<file path="src/rtl/lsu_pkg.sv">
`default_nettype none
// ============================================================================
// Module      : lsu_pkg
// Description : Shared funct3 encodings, LSU state type and funct3 legality
//               check for the lsu_rmw load/store unit.
// Revision    : 1.0 - initial release
// ============================================================================
package lsu_pkg;

    localparam logic [2:0] F3_B  = 3'd0;
    localparam logic [2:0] F3_H  = 3'd1;
    localparam logic [2:0] F3_W  = 3'd2;
    localparam logic [2:0] F3_BU = 3'd4;
    localparam logic [2:0] F3_HU = 3'd5;

    typedef enum logic [0:0] {
        IDLE   = 1'b0,
        RMW_WR = 1'b1
    } lsu_state_t;

    // Stores have no unsigned variants, so only B/H/W are legal for them.
    function automatic logic funct3_legal(input logic we, input logic [2:0] f3);
        if (we)
            return (f3 == F3_B) || (f3 == F3_H) || (f3 == F3_W);
        else
            return (f3 == F3_B) || (f3 == F3_H) || (f3 == F3_W) ||
                   (f3 == F3_BU) || (f3 == F3_HU);
    endfunction

endpackage
`default_nettype wire

</file>
<file path="src/rtl/lsu_rmw_if.sv">
`default_nettype none
// ============================================================================
// Module      : lsu_rmw_if
// Description : Core-side request/response and data_memory-side signals of
//               the load/store unit, with core, LSU and memory views.
// Revision    : 1.0 - initial release
// ============================================================================
interface lsu_rmw_if;

    logic        req_valid;
    logic        req_we;
    logic [2:0]  req_funct3;
    logic [31:0] req_addr;
    logic [31:0] req_wdata;
    logic        req_ready;
    logic        resp_valid;
    logic [31:0] resp_rdata;
    logic        resp_fault;
    logic [31:0] mem_addr;
    logic [31:0] mem_write_data;
    logic        mem_read;
    logic        mem_write;
    logic [31:0] mem_read_data;

    modport master (
        output req_valid, req_we, req_funct3, req_addr, req_wdata,
        input  req_ready, resp_valid, resp_rdata, resp_fault
    );

    modport slave (
        input  req_valid, req_we, req_funct3, req_addr, req_wdata, mem_read_data,
        output req_ready, resp_valid, resp_rdata, resp_fault,
               mem_addr, mem_write_data, mem_read, mem_write
    );

    modport mem (
        input  mem_addr, mem_write_data, mem_read, mem_write,
        output mem_read_data
    );

endinterface
`default_nettype wire

</file>
<file path="src/rtl/lsu_lane.sv">
`default_nettype none
// ============================================================================
// Module      : lsu_lane
// Description : Combinational lane logic: load extract/extend and sub-word
//               store merge into the current memory word.
// Revision    : 1.0 - initial release
// ============================================================================
module lsu_lane
    import lsu_pkg::*;
(
    input  wire [2:0]  i_funct3,
    input  wire [1:0]  i_addr_lo,
    input  wire [31:0] i_word,
    input  wire [15:0] i_wdata,
    output logic [31:0] o_load_data,
    output logic [31:0] o_merge_data
);

    logic [7:0]  w_byte;
    logic [15:0] w_half;

    always_comb begin
        case (i_addr_lo)
            2'd0:    w_byte = i_word[7:0];
            2'd1:    w_byte = i_word[15:8];
            2'd2:    w_byte = i_word[23:16];
            default: w_byte = i_word[31:24];
        endcase
        // Halfword lane keys on addr[1] only, which also gives natural alignment
        w_half = i_addr_lo[1] ? i_word[31:16] : i_word[15:0];

        case (i_funct3)
            F3_B:    o_load_data = {{24{w_byte[7]}}, w_byte};
            F3_H:    o_load_data = {{16{w_half[15]}}, w_half};
            F3_BU:   o_load_data = {24'd0, w_byte};
            F3_HU:   o_load_data = {16'd0, w_half};
            default: o_load_data = i_word;
        endcase

        o_merge_data = i_word;
        if (i_funct3 == F3_B)
            o_merge_data[{i_addr_lo, 3'b000} +: 8] = i_wdata[7:0];
        else if (i_funct3 == F3_H)
            o_merge_data[{i_addr_lo[1], 4'b0000} +: 16] = i_wdata;
    end

endmodule
`default_nettype wire

</file>
<file path="src/rtl/lsu_rmw.sv">
`default_nettype none
// ============================================================================
// Module      : lsu_rmw
// Description : RV32I load/store unit over a word-wide data memory; sub-word
//               stores use a two-cycle read-modify-write.
//               Define LSU_ALIGN_CHECK_EN to fault misaligned/out-of-range
//               accesses instead of silently aligning them.
// Revision    : 1.0 - initial release
// ============================================================================
module lsu_rmw
    import lsu_pkg::*;
#(
    parameter int MEM_WORDS_LOG2 = 8
) (
    input  wire   clk,
    input  wire   rst,
    lsu_rmw_if.slave bus
);

    lsu_state_t  r_state;
    logic [31:0] r_rmw_addr;
    logic [31:0] r_rmw_data;

    logic        w_accept;
    logic        w_fault;
    logic        w_access;
    logic        w_sub_store;
    logic [31:0] w_word_addr;
    logic [31:0] w_load_data;
    logic [31:0] w_merge_data;

    assign bus.req_ready = (r_state == IDLE);
    assign w_accept      = bus.req_valid && (r_state == IDLE) && !rst;
    assign w_word_addr   = {bus.req_addr[31:2], 2'b00};
    assign w_sub_store   = bus.req_we &&
                           ((bus.req_funct3 == F3_B) || (bus.req_funct3 == F3_H));

`ifdef LSU_ALIGN_CHECK_EN
    logic w_misalign;
    logic w_out_of_range;

    // Among legal funct3 values, [1:0]==01 is halfword and [1:0]==10 is word
    assign w_misalign     = ((bus.req_funct3[1:0] == 2'b01) && bus.req_addr[0]) ||
                            ((bus.req_funct3[1:0] == 2'b10) && (bus.req_addr[1:0] != 2'b00));
    assign w_out_of_range = |bus.req_addr[31:MEM_WORDS_LOG2+2];
    assign w_fault        = !funct3_legal(bus.req_we, bus.req_funct3) ||
                            w_misalign || w_out_of_range;
`else
    assign w_fault        = !funct3_legal(bus.req_we, bus.req_funct3);
`endif

    assign w_access = w_accept && !w_fault;

    lsu_lane u_lane (
        .i_funct3     (bus.req_funct3),
        .i_addr_lo    (bus.req_addr[1:0]),
        .i_word       (bus.mem_read_data),
        .i_wdata      (bus.req_wdata[15:0]),
        .o_load_data  (w_load_data),
        .o_merge_data (w_merge_data)
    );

    // Reset overrides everything, including an in-flight RMW write-back
    always_comb begin
        bus.mem_read       = 1'b0;
        bus.mem_write      = 1'b0;
        bus.mem_addr       = 32'd0;
        bus.mem_write_data = 32'd0;
        if (!rst) begin
            if (r_state == RMW_WR) begin
                bus.mem_write      = 1'b1;
                bus.mem_addr       = r_rmw_addr;
                bus.mem_write_data = r_rmw_data;
            end else if (w_access) begin
                bus.mem_addr = w_word_addr;
                if (!bus.req_we || w_sub_store) begin
                    bus.mem_read = 1'b1;
                end else begin
                    bus.mem_write      = 1'b1;
                    bus.mem_write_data = bus.req_wdata;
                end
            end
        end
    end

    always_ff @(posedge clk) begin
        if (rst) begin
            r_state        <= IDLE;
            r_rmw_addr     <= 32'd0;
            r_rmw_data     <= 32'd0;
            bus.resp_valid <= 1'b0;
            bus.resp_rdata <= 32'd0;
            bus.resp_fault <= 1'b0;
        end else begin
            bus.resp_valid <= 1'b0;
            bus.resp_rdata <= 32'd0;
            bus.resp_fault <= 1'b0;
            case (r_state)
                IDLE: begin
                    if (w_accept) begin
                        if (w_fault) begin
                            bus.resp_valid <= 1'b1;
                            bus.resp_fault <= 1'b1;
                        end else if (w_sub_store) begin
                            r_rmw_addr <= w_word_addr;
                            r_rmw_data <= w_merge_data;
                            r_state    <= RMW_WR;
                        end else begin
                            bus.resp_valid <= 1'b1;
                            if (!bus.req_we)
                                bus.resp_rdata <= w_load_data;
                        end
                    end
                end
                RMW_WR: begin
                    bus.resp_valid <= 1'b1;
                    r_state        <= IDLE;
                end
                default: r_state <= IDLE;
            endcase
        end
    end

endmodule
`default_nettype wire

</file>
<file path="src/flat_wrapper.sv">
// flat-port wrapper written by rule: the top's interface ports become plain ports
module lsu_rmw_flat import lsu_pkg::*;
#(
    parameter int MEM_WORDS_LOG2 = 8
)
  (clk, rst, bus_req_valid, bus_req_we, bus_req_funct3, bus_req_addr, bus_req_wdata, bus_mem_read_data, bus_req_ready, bus_resp_valid, bus_resp_rdata, bus_resp_fault, bus_mem_addr, bus_mem_write_data, bus_mem_read, bus_mem_write);
  lsu_rmw_if bus_i ();
  input  wire clk;
  input  wire rst;
  input wire logic [$bits(bus_i.req_valid)-1:0] bus_req_valid;
  input wire logic [$bits(bus_i.req_we)-1:0] bus_req_we;
  input wire logic [$bits(bus_i.req_funct3)-1:0] bus_req_funct3;
  input wire logic [$bits(bus_i.req_addr)-1:0] bus_req_addr;
  input wire logic [$bits(bus_i.req_wdata)-1:0] bus_req_wdata;
  input wire logic [$bits(bus_i.mem_read_data)-1:0] bus_mem_read_data;
  output wire logic [$bits(bus_i.req_ready)-1:0] bus_req_ready;
  output wire logic [$bits(bus_i.resp_valid)-1:0] bus_resp_valid;
  output wire logic [$bits(bus_i.resp_rdata)-1:0] bus_resp_rdata;
  output wire logic [$bits(bus_i.resp_fault)-1:0] bus_resp_fault;
  output wire logic [$bits(bus_i.mem_addr)-1:0] bus_mem_addr;
  output wire logic [$bits(bus_i.mem_write_data)-1:0] bus_mem_write_data;
  output wire logic [$bits(bus_i.mem_read)-1:0] bus_mem_read;
  output wire logic [$bits(bus_i.mem_write)-1:0] bus_mem_write;
  assign bus_i.req_valid = bus_req_valid;
  assign bus_i.req_we = bus_req_we;
  assign bus_i.req_funct3 = bus_req_funct3;
  assign bus_i.req_addr = bus_req_addr;
  assign bus_i.req_wdata = bus_req_wdata;
  assign bus_i.mem_read_data = bus_mem_read_data;
  assign bus_req_ready = bus_i.req_ready;
  assign bus_resp_valid = bus_i.resp_valid;
  assign bus_resp_rdata = bus_i.resp_rdata;
  assign bus_resp_fault = bus_i.resp_fault;
  assign bus_mem_addr = bus_i.mem_addr;
  assign bus_mem_write_data = bus_i.mem_write_data;
  assign bus_mem_read = bus_i.mem_read;
  assign bus_mem_write = bus_i.mem_write;
  lsu_rmw #(.MEM_WORDS_LOG2(MEM_WORDS_LOG2)) u_core (.clk(clk), .rst(rst), .bus(bus_i));
endmodule
</file>
<file path="config.mk">
export PLATFORM = sky130hd
export DESIGN_NAME = lsu_rmw_flat
export DESIGN_NICKNAME = d
export VERILOG_FILES = /design/src/rtl/lsu_pkg.sv /design/src/rtl/lsu_rmw_if.sv /design/src/rtl/lsu_lane.sv /design/src/rtl/lsu_rmw.sv /design/src/flat_wrapper.sv
export SDC_FILE = /design/constraint.sdc
export NUM_CORES = 1
export LEC_CHECK = 0
export BUFFER_PORTS_ARGS = -buffer_cell sky130_fd_sc_hd__buf_2
export CORE_MARGIN = 4
export CORE_UTILIZATION = 25
export CTS_BUF_LIST = sky130_fd_sc_hd__clkbuf_8
export CTS_CLUSTER_SIZE = 12
export DETAILED_ROUTE_END_ITERATION = 8
export PLACE_DENSITY = 0.56
export SYNTH_ARGS = -nofsm -noshare
export SYNTH_HDL_FRONTEND = slang
export SYNTH_HIERARCHICAL = 1
export SYNTH_SLANG_ARGS = --single-unit
export TNS_END_PERCENT = 20
</file>
<file path="constraint.sdc">
create_clock -name clk -period 3.55 [get_ports clk]
set_input_delay 0.355 -clock clk [delete_from_list [all_inputs] [get_ports clk]]
set_output_delay 0.355 -clock clk [all_outputs]
set_load 0.01 [all_outputs]
</file>
==> results.md <==
- Synthesized area: roughly 6300 sq um
- Sink Count: 97
- Adder-Cell Fraction of Synth Area: 0.988%
- Area growth syn-to-layout: 21.0%
- Row Count: between 50 and 60
- Slew Limit Fails: 0
- Grt met1 use: 21.1%
- Commonest cells post-synth: nand2b_1 (129), dfxtp_1 (97), nand2_1 (82)
- Post-synthesis sequential area ratio: 30.7%
- DPL Wire Length: between 15000 and 20000 microns
- Residual DRC: 0
- GRT Total Usage: 15.3%
- Wire per inst: 18.1 microns
- Synth top area cells: dfxtp_1 (31%), nand2b_1 (13%), mux2i_1 (9.8%)
- CP Max Fanout: 29
- WP data arrival: 2.63 ns
- Starting Density: between 20% and 30%
- Num CTS Buffers: 9
- Pleak: 3.24 nW
- Most numerous cell in the Yosys netlist: nand2b_1
- Worst path setup slack after routing: 0.566 ns
- Total wire length: around 22000 microns
- Register cell area after layout: 1940 sq um
- Vias in the first global route: 5923
- #FFs+latches synth: 97
- Die W: ~170 microns
- First-pass GRT wire length: roughly 35000 microns
- Final Non-Filler Cells: 1241
- Final Hold Viols: 0
- Initial antenna violation count: 5
- Reg power frac: 47.8%
- Top cell type by total area after synthesis: dfxtp_1
- Required @ worst endpoint: about 3.2 ns
- Unrepaired setup endpoints after global routing: false
- Layout cells sized above 1: 27.0%
- Clock transition at path regs: 0.11 ns
- CTS H-Tree Depth: 3
- Filler Cell Count: 2647
- Core area: 24600 sq um
- Clock Tree Buf Depth: 2
- Ys flop type: dfxtp_1
- Post-synthesis compound-gate area fraction: around 22%
- Mux contribution to synthesized area: 9.98%
- Pwr/cell area: 304 nW/um^2
- Comb power frac: roughly a fifth
- Fmax: ~0.34 GHz
- TritonCTS clock tree: done
- Area share of the largest cell type after synthesis: 30.7%
- Syn Area/Cell: 8.35 sq um
- GR peak layer: met2
- WHS: 0.223 ns
- Vias: 6197
- Quantity of hold-fixing buffers added after cts: 0
- Gate Count Post-Synth: 758
- Slew headroom: 34.6%
- Endpoints failing setup: 0
- Routability cong.: around 0.88
- Drt via density: around 5.0
- Synth Area in Simple Gates: a little under 30%
- Worst slew pin tran: roughly 0.98 ns
- Detailed Routing Iterations Pass 1: 6
- Nets: between 1000 and 1500
- Met3 Use GR: 2.64%
- Sw Share: 30.6%
- Port bufs: about 200
- Dpl ws: ~0.97 ns
- Chip Height: 167 microns
- Io pins: just over 200
- Yosys cell types: 48
- Startpoint Class: flop
- Worst-Skew Late Latency: between 0.3 and 0.4 ns
- Initial DRC count: 630
- Skew final: approximately 0.012 ns
- Root Driver: clkbuf_8
- Status: completed
- Post-CTS Setup Bufs: 0
- Placed cell count: 1221
- Post-CTS sizing: 0
- Largest net degree at the start of global routing: 87
- Xor/xnor share of the synthesized area: 0%
- ANT nets after route: 0
- Crit path kind: flop to output port
- Min-Delay Path Class: input port to flop
- Fin crit share: a little over four fifths
- Multi-input combinational cell area: 3970 sq um
- Synthesis warning total: 6
- Met2 Use GR: 24.6%
- Sw Pwr: about 0.00071 W
- Minimum clock period: between 2 and 3 ns
- EDFF count, synth: 0
- Die area: 27900 sq um
- Peak supply drop: 133 uV
- Fraction of registers with async set/reset: 0%
- GRT overflow: 0
- Pint: 0.00162 W
- Clock power frac: between 30% and 40%
- Setup TNS: 0 ns
- Main combinational cell family by area after synthesis: simple AND/OR/NAND/NOR gates
- Max_cap viols: 0
- CP Capture Type: output port
-- area by class of cell --
class,instances,share of cell area (%)
Inverter,8,0.457
Clock inverter,6,0.882
Antenna cell,5,0.163
Tap cell,324,5.29
Sequential cell,97,25.4
Clock buffer,9,1.62
Multi-Input combinational cell,578,51.8
Timing Repair Buffer,214,14.4
-- cells by family after synthesis --
kind of cell / after synthesis
buf+inv: 84
fa+ha+maj: 5
compound gates: 178
simple gates: 330
flops: 97
mux: 63
other cells: 1
-- per-layer routing --
| layer | vias to the layer above | share of wire [%] |
|---|---|---|
| met4 | 0 | 1.4 |
| met1 | 2933 | 47 |
| met3 | 23 | 5.4 |
| li1 | 3007 | - |
| met5 | - | 0 |
| met2 | 234 | 47 |
-- path summary, 6_finish.rpt --
kind         slack (ns)                          startpoint                                  to  cells after the start
min                0.22                     bus_req_addr[4]   u_core/r_rmw_addr[4]$_SDFFE_PP0P_                      3
max                0.57           u_core/r_state$_SDFF_PP0_                    bus_mem_addr[18]                      5
min reg2reg        0.48  u_core/r_rmw_data[21]$_SDFFE_PP0P_  u_core/r_rmw_data[21]$_SDFFE_PP0P_                      2
max reg2reg        1.38           u_core/r_state$_SDFF_PP0_   u_core/r_rmw_addr[8]$_SDFFE_PP0P_                      4
-- through the flow --
| step | utilization, % | total power (W) | cell area [sq um] |
|---|---|---|---|
| floorplan | - | 0.00141 | 6330 |
| global placement | 30.3 | 0.00159 | 7460 |
| detailed placement | 30.3 | 0.00159 | 7460 |
| CTS | 31.1 | 0.00236 | 7650 |
| global route | 31.1 | 0.00244 | 7660 |
| finish | 31.1 | 0.00233 | 7660 |
-- critical path, stage by stage, from the launching register on --
cell and delay [ns]:
dfxtp_2 0.51, or3b_4 0.50, a211oi_4 0.58, buf_4 0.35, o2bb2ai_1 0.14, buf_2 0.15
-- sequential cells by signal, indices dropped and copies added (netlist names) --
name and flops:
u_core/bus.resp_valid 1, u_core/bus.resp_fault 1, u_core/r_rmw_addr 30, u_core/bus.resp_rdata 32
u_core/r_rmw_data 32, u_core/r_state 1
-- layout by cell type, fill, tap and decap left out, types with 7 or more instances in the layout --
cell type,n
a211oi_1,15
a21oi_1,48
a221o_1,17
a221oi_1,20
a22o_1,16
a22oi_1,17
and2_1,33
buf_2,200
buf_4,14
clkbuf_8,9
dfxtp_1,96
mux2i_1,62
nand2_1,82
nand2b_1,129
nand4_1,32
nor2_1,12
nor2b_1,18
nor3_1,7
o2bb2ai_1,30
-- power by group through the flow --
stage	clock, W	sequential (W)	combinational (W)
after floorplan	0	0.00114	0.000270
after global placement	0	0.00114	0.000447
after detailed placement	0	0.00114	0.000449
after CTS	0.000797	0.00111	0.000451
after global routing	0.000834	0.00112	0.000492
final	0.000765	0.00111	0.000453
Note: power is estimated with default switching activity, not from simulation.
